$ cat config.mk
export PLATFORM = sky130hd
export DESIGN_NAME = mux4_rr_arbiter_flat
export DESIGN_NICKNAME = d
export VERILOG_FILES = /design/src/rtl/mux4_rr_arbiter_if.sv /design/src/rtl/mux4_rr_arbiter.sv /design/src/flat_wrapper.sv
export SDC_FILE = /design/constraint.sdc
export NUM_CORES = 1
export LEC_CHECK = 0
export BUFFER_PORTS_ARGS = -buffer_cell sky130_fd_sc_hd__buf_2
export CAP_MARGIN = 5
export CORE_MARGIN = 1.5
export CORE_UTILIZATION = 50
export CTS_CLUSTER_DIAMETER = 150
export DETAILED_ROUTE_END_ITERATION = 10
export PLACE_DENSITY = 0.81
export SYNTH_ARGS = -nofsm -noshare
export SYNTH_HDL_FRONTEND = slang
export SYNTH_SLANG_ARGS = --single-unit
$ cat constraint.sdc
create_clock -name clk -period 3.15 [get_ports clk]
set_input_delay 0 -clock clk [delete_from_list [all_inputs] [get_ports clk]]
set_output_delay 0 -clock clk [all_outputs]
set_load 0.03 [all_outputs]
$ cat src/rtl/mux4_rr_arbiter_if.sv
// Bus between the four requesters and the shared 4-to-1 mux arbiter.
// The master side drives the requests and data. The slave side is the arbiter.
interface mux4_rr_arbiter_if;
    logic [3:0] req;
    logic       a0;
    logic       a1;
    logic       a2;
    logic       a3;
    logic [3:0] gnt;
    logic       s1;
    logic       s0;
    logic       busy;
    logic       f;

    modport master (
        output req, a0, a1, a2, a3,
        input  gnt, s1, s0, busy, f
    );

    modport slave (
        input  req, a0, a1, a2, a3,
        output gnt, s1, s0, busy, f
    );
endinterface

$ cat src/rtl/mux4_rr_arbiter.sv
// Round-robin arbiter that owns the select pair of a shared 4-to-1 mux and enforces a hold limit.
// Defining MUX4_ARB_FIXED_PRIO_EN selects fixed priority instead (req[0] highest).
//
//   state | meaning
//   IDLE  | no owner, f forced low; arbitrate on the next edge when any req is set
//   GRANT | owner {s1,s0} holds the mux until its req drops or hold_cnt hits MAX_HOLD
module mux4_rr_arbiter #(
    parameter int MAX_HOLD = 8,
    parameter int HCW      = 8
) (
    input  logic            clk,
    input  logic            rst_n,
    mux4_rr_arbiter_if.slave bus
);

    typedef enum logic {IDLE, GRANT} state_t;

    state_t         state;
    logic [HCW-1:0] hold_cnt;
    logic [1:0]     winner;
    logic [1:0]     owner;
    logic [3:0]     a_vec;
    logic           release_now;

    assign owner       = {bus.s1, bus.s0};
    assign a_vec       = {bus.a3, bus.a2, bus.a1, bus.a0};
    assign release_now = !bus.req[owner] || (hold_cnt == HCW'(MAX_HOLD));
    assign bus.f       = bus.busy & a_vec[owner];

`ifdef MUX4_ARB_FIXED_PRIO_EN
    always_comb begin
        winner = 2'd0;
        for (int k = 3; k >= 0; k--) begin
            if (bus.req[k]) winner = 2'(k);
        end
    end
`else
    logic [1:0] last;

    // Search starts just after the previous winner, so it ends up with the lowest priority.
    always_comb begin
        logic [1:0] idx;
        logic       found;
        winner = 2'd0;
        found  = 1'b0;
        idx    = 2'd0;
        for (int k = 1; k <= 4; k++) begin
            idx = last + 2'(k);
            if (!found && bus.req[idx]) begin
                winner = idx;
                found  = 1'b1;
            end
        end
    end

    always_ff @(posedge clk or negedge rst_n) begin
        if (!rst_n) begin
            last <= 2'd3;
        end else if (state == IDLE && |bus.req) begin
            last <= winner;
        end
    end
`endif

    always_ff @(posedge clk or negedge rst_n) begin
        if (!rst_n) begin
            state    <= IDLE;
            bus.gnt  <= 4'b0000;
            bus.s1   <= 1'b0;
            bus.s0   <= 1'b0;
            bus.busy <= 1'b0;
            hold_cnt <= '0;
        end else begin
            case (state)
                IDLE: begin
                    if (|bus.req) begin
                        state            <= GRANT;
                        bus.gnt          <= 4'b0001 << winner;
                        {bus.s1, bus.s0} <= winner;
                        bus.busy         <= 1'b1;
                        hold_cnt         <= HCW'(1);
                    end
                end
                GRANT: begin
                    // Select pair is left alone on release; f is gated by busy anyway.
                    if (release_now) begin
                        state    <= IDLE;
                        bus.gnt  <= 4'b0000;
                        bus.busy <= 1'b0;
                        hold_cnt <= '0;
                    end else begin
                        hold_cnt <= hold_cnt + HCW'(1);
                    end
                end
                default: begin
                    state    <= IDLE;
                    bus.gnt  <= 4'b0000;
                    bus.busy <= 1'b0;
                    hold_cnt <= '0;
                end
            endcase
        end
    end

endmodule

$ cat src/flat_wrapper.sv
// flat-port wrapper written by rule: the top's interface ports become plain ports
module mux4_rr_arbiter_flat 
#(
    parameter int MAX_HOLD = 8,
    parameter int HCW      = 8
)
  (clk, rst_n, bus_req, bus_a0, bus_a1, bus_a2, bus_a3, bus_gnt, bus_s1, bus_s0, bus_busy, bus_f);
  mux4_rr_arbiter_if bus_i ();
  input  logic clk;
  input  logic rst_n;
  input wire logic [$bits(bus_i.req)-1:0] bus_req;
  input wire logic [$bits(bus_i.a0)-1:0] bus_a0;
  input wire logic [$bits(bus_i.a1)-1:0] bus_a1;
  input wire logic [$bits(bus_i.a2)-1:0] bus_a2;
  input wire logic [$bits(bus_i.a3)-1:0] bus_a3;
  output wire logic [$bits(bus_i.gnt)-1:0] bus_gnt;
  output wire logic [$bits(bus_i.s1)-1:0] bus_s1;
  output wire logic [$bits(bus_i.s0)-1:0] bus_s0;
  output wire logic [$bits(bus_i.busy)-1:0] bus_busy;
  output wire logic [$bits(bus_i.f)-1:0] bus_f;
  assign bus_i.req = bus_req;
  assign bus_i.a0 = bus_a0;
  assign bus_i.a1 = bus_a1;
  assign bus_i.a2 = bus_a2;
  assign bus_i.a3 = bus_a3;
  assign bus_gnt = bus_i.gnt;
  assign bus_s1 = bus_i.s1;
  assign bus_s0 = bus_i.s0;
  assign bus_busy = bus_i.busy;
  assign bus_f = bus_i.f;
  mux4_rr_arbiter #(.MAX_HOLD(MAX_HOLD), .HCW(HCW)) u_core (.clk(clk), .rst_n(rst_n), .bus(bus_i));
endmodule
# ---- Yosys cells after proc, flatten, opt, wreduce, memory -nomap -nowiden
# Index checks and enable logic that the tools add are counted.
dict set report op_classes {
  addsub 4
  reduce_logical 12
  n_mux 31
  order_cmp 5
  shifts 1
  eq_ne 3
  bitwise_logic 2
}
# op n
set op_table {}
lappend op_table {{2-to-1 mux 8 bit} 2}
lappend op_table {{one-hot mux 8 bit (2 select lines)} 1}
lappend op_table {{< comparator 2 x 3 -> 1 bit, second input constant} 5}
lappend op_table {{2-to-1 mux 1 bit} 13}
lappend op_table {{binary-select mux 1 bit (select 2 bit)} 6}
lappend op_table {{adder 8 x 1 -> 8 bit, second input constant} 1}
lappend op_table {{== test 8 x 4 -> 1 bit, second input constant} 1}
lappend op_table {{2-to-1 mux 2 bit} 4}
lappend op_table {{2-to-1 mux 4 bit} 2}
lappend op_table {{one-hot mux 4 bit (2 select lines)} 1}
lappend op_table {{adder 2 bit, second input constant} 2}
lappend op_table {{logical AND 1 bit} 4}
lappend op_table {{zero test 1 bit} 4}
lappend op_table {{inequality test 2 bit, second input constant} 2}
lappend op_table {{one-hot mux 1 bit (2 select lines)} 2}
lappend op_table {{AND reduction 2 bit} 2}
lappend op_table {{OR reduction 4 bit} 1}
lappend op_table {{left shift 1 x 2 -> 4 bit, first input constant} 1}
lappend op_table {{adder 2 x 1 -> 2 bit, second input constant} 1}
lappend op_table {{AND 1 bit} 1}
lappend op_table {{logical OR 1 bit} 1}
lappend op_table {{NOT 1 bit} 1}
dict set report totals {
  wordCells 65
  regBits 18
  output_inout_bits 8
  input_bits 10
}

# ---- Logic depth before layout (Yosys ltp)
dict set report depth {
  ltp_word 16
  mapped_depth 7
}

# ---- Worst setup path before layout
# OpenSTA, ideal clock, no wires.
dict set report synth_path {
  path_type {reg-to-reg}
  start {register u_core.bus.s0}
  end {register u_core.hold_cnt[5]}
  required_ns 3.018
  arrival_time_ns 1.605
  synth_period_minus_slack_ns 1.737
  path_stages_with_launch 6
  n_path_buf 1
  setup_slack_ns 1.413
  cell_sequence {dfrtp_1 -> mux4_2 -> o41a_2 -> buf_6 -> a41oi_1 -> a31oi_1}
}
dict set report synth_via {
  elab_chain_cells 6
}
# item line_no
set synth_lines {}
lappend synth_lines {{from (decl)} mux4_rr_arbiter_if.sv:22} ;# output gnt, s1, s0, busy, f
lappend synth_lines {{from (signal assigned)} mux4_rr_arbiter.sv:79} ;# {bus.s1, bus.s0} <= winner;
lappend synth_lines {{binary-select mux 1 bit (select 2 bit)} mux4_rr_arbiter.sv:27} ;# assign release_now = !bus.req[owner] || (hold_cnt == HCW'(MAX_HOLD));
lappend synth_lines {{2-to-1 mux 1 bit (not written as such)} mux4_rr_arbiter.sv:27}
lappend synth_lines {{zero test 1 bit} mux4_rr_arbiter.sv:27}
lappend synth_lines {{logical OR 1 bit} mux4_rr_arbiter.sv:27}
lappend synth_lines {{2-to-1 mux 8 bit} mux4_rr_arbiter.sv:86} ;# if (release_now) begin
lappend synth_lines {{one-hot mux 8 bit (2 select lines)} mux4_rr_arbiter.sv:74} ;# case (state)
lappend synth_lines {{to (signal assigned)} mux4_rr_arbiter.sv:92} ;# hold_cnt <= hold_cnt + HCW'(1);
lappend synth_lines {{to (decl)} mux4_rr_arbiter.sv:19} ;# logic [HCW-1:0] hold_cnt;
# No other way between the ends. The select of a mux whose other input is x is not followed.
# A chain may end at the register's enable or synchronous reset.

# ---- Worst setup path after layout
dict set report layout_path {
  start {register u_core.hold_cnt[0]}
  end {register u_core.bus.gnt[2]}
}
dict set report layout_via {
  elab_chain_cells 4
}
# item line_no
set layout_lines {}
lappend layout_lines {{== test 8 x 4 -> 1 bit} mux4_rr_arbiter.sv:27}
lappend layout_lines {{logical OR 1 bit} mux4_rr_arbiter.sv:27}
lappend layout_lines {{inequality test 2 bit (no line)} -}
lappend layout_lines {{AND reduction 2 bit (no line)} -}
lappend layout_lines {{to (signal assigned)} mux4_rr_arbiter.sv:78} ;# bus.gnt <= 4'b0001 << winner;
lappend layout_lines {{to (decl)} mux4_rr_arbiter_if.sv:22}
# No other way between the ends.

==> metrics.yaml <==
cts:
  clkLatencyLatePin_ns: 0.29
  clk_path_buf_depth: 2
  cts_tree: "yes"
  htreeDepth: 1
  cts_setup_buffers: 0
  clkTransAtPathRegs_ns: 0.11
  postCtsResizedCells: 0
  cts_sinks: 18
  numCtsBuffers: 3
  ctsRootBufferMaster: "clkbuf_4"
logic_synthesis:
  netlist_area_um2: 1022
  ys_ff_latch: 18
  synth.avg_cell_area_um2: 10.22
  async_flop_share: 1.000
  syn_inst: 100
  synth_nets: 112
  synth.distinct_cells: 39
  synth_edf_count: 0
  seq_area_frac_synth: 0.4431
  synthFlopType: "dfrtp_1"
  yosys_warnings: 0
power:
  irDropWorstVdd_mv: 0.5557
  leakage_nw: 0.5078
  powerDensity_nw_per_um2: 912.7
  p_total_mw: 1.056
layout:
  areaGrowthSynthToFinish_pct: 13.22
  layout_common_cells: "buf_2 (17), dfrtp_1 (16), inv_1 (7), a31oi_1 (7)"
  nets: 132
  drive_above_1_share: 0.2605
  diodes: 0
  final_common_cell: "buf_2"
global_routing:
  grt_pass1_wl_um: 3456
  first_global_vias: 782
  grt_overflow_total: 0
  grt_use_total: 0.2098
  grt_start_max_net_pins: 19
  antenna_found_initial: 0
die:
  dieArea_um2: 2325
  start_util: 0.5264
  die_x_um: 48.22
  ios: 18
  coreArea_um2: 1942
  die_h_um: 48.22
  std_cell_rows: 16
worst_setup_path:
  reg2reg_to: "u_core.bus.gnt[2]"
  critPathMaxFanout: 5
  end_kind: "flop"
  required_ns: 3.34
  crit_path_end: "u_core.bus.gnt[2]"
  crit_type: "reg2reg"
  reg2reg_depth: 6
  crit_arrival_ns: 2.03
  worst_setup_path_start_kind: "flop"
  r2r_start: "u_core.hold_cnt[0]"
  rrSetupSlack_ns: 1.31
  crit_start: "u_core.hold_cnt[0]"
sta:
  final_hold_viol_count: 0
  finalCriticalPeriod_ns: 1.838
  fmax_mhz: 544.0
  fin_crit_sh: 0.5835
  relSlewSlack: 0.5581
  fin_ws_ns: 1.312
  maxSlewViolCount: 0
  holdWs_ns: 0.1531
  tightest_slew_ns: 0.6577
  fin_setup_tns_ns: 0
  setup-violations-final: 0
  skew_ns: 0.004188
  grt_setup_unrepaired: "no"
place:
  dpl.hpwl_um: 1730
  port_buffers: 17
  post-place-ws_ns: 1.366
  place.gp.congestion: 0.8309
run:
  drv_cap: 0
hold_path:
  hold_class: "in2async"
detailed_routing:
  vias: 885
  wl_per_cell_um: 15.62
  wl_um: 2280
  drt_iter0_markers: 21
  drc: 0
  via_per_inst: 6.062
  postRouteAntennaNets: 0
  drtPass1Iterations: 4
status:
  status: "finished clean"
power breakdown:
group | leakage [nW] | switching, mW | internal [mW] | total [mW]
Sequential | 0.228 | 0.0932 | 0.319 | 0.413
Combinational | 0.258 | 0.306 | 0.194 | 0.500
Clock | 0.0210 | 0.0736 | 0.0703 | 0.144
Total | 0.508 | 0.473 | 0.584 | 1.06
stage by stage:
step           std cells    util  instance area (um2)
5_1_grt              146  0.5960                 1157
2_1_floorplan        100       -                 1022
3_3_place_gp         141  0.5722                 1111
6_report             146  0.5960                 1157
3_5_place_dp         141  0.5722                 1111
4_1_cts              146  0.5960                 1157
cells in the mapped netlist (2+ instances only):
master,n,area (um2)
nor2_1,5,18.77
nand3_1,5,25.02
nor3_1,2,10.01
o21ai_0,3,15.01
inv_1,7,26.28
or3_1,2,12.51
o22ai_1,4,25.02
dfstp_2,2,52.55
ha_1,2,25.02
nand2b_1,4,25.02
or2_2,2,12.51
a31oi_1,7,43.79
nand4_1,2,12.51
mux2_2,2,22.52
and2_1,3,18.77
a21oi_1,5,25.02
buf_6,2,22.52
o2bb2ai_1,2,17.52
nand2_1,4,15.01
dfrtp_1,16,400.4
logic make-up after synthesis:
logic type / Yosys count / share of synthesized area
muxes: 5 / 0.07956
and+or+nand+nor: 35 / 0.1922
adders and majority gates: 2 / 0.02448
DFF: 18 / 0.4431
buffers and inverters: 10 / 0.05509
AOI/OAI and AO/OA: 30 / 0.2056
how the worst min path moves through the flow:
stage | endpoint | from | slack (ns)
floorplan | u_core.bus.busy | rst_n | -0.30
global placement | u_core.hold_cnt[3] | rst_n | -0.06
detailed placement | u_core.hold_cnt[3] | rst_n | -0.05
CTS | u_core.hold_cnt[7] | rst_n | 0.16
global route | u_core.hold_cnt[7] | rst_n | 0.19
finish | u_core.hold_cnt[3] | rst_n | 0.15
timing repair:
item	in CTS	in global routing
endpoints found under the setup margin	0	0
hold endpoints to repair	18	0
hold buffers	1	0
cell type report:
cell class	instances	area, um2
Tap cell	27	33.78
Sequential cell	18	452.9
Clock buffer	4	36.28
Timing Repair Buffer	18	95.09
Fill cell	181	784.5
Multi-Input combinational cell	72	513.0
Inverter	7	26.28
critical path: stages, from the launching register on:
cell and delay (ns):
dfrtp_1 0.42, inv_1 0.10, ha_1 0.16, nand4bb_1 0.13
o41ai_1 0.50, o21ai_2 0.17, a22o_1 0.26
registers in the layout (all words and copies together) (netlist names):
name / cells
u_core.bus.s0: 1
u_core.hold_cnt: 8
u_core.state: 1
u_core.bus.s1: 1
u_core.bus.gnt: 4
u_core.bus.busy: 1
u_core.last: 2
metal layers:
| layer | share of wire | track usage |
|---|---|---|
| met1 | 0.43 | 0.2761 |
| met2 | 0.51 | 0.3579 |
| met3 | 0.054 | 0.04444 |
| met4 | 0.0026 | 0.03784 |
| met5 | 0 | 0 |
No activity file was read; power rests on OpenSTA's default activity.
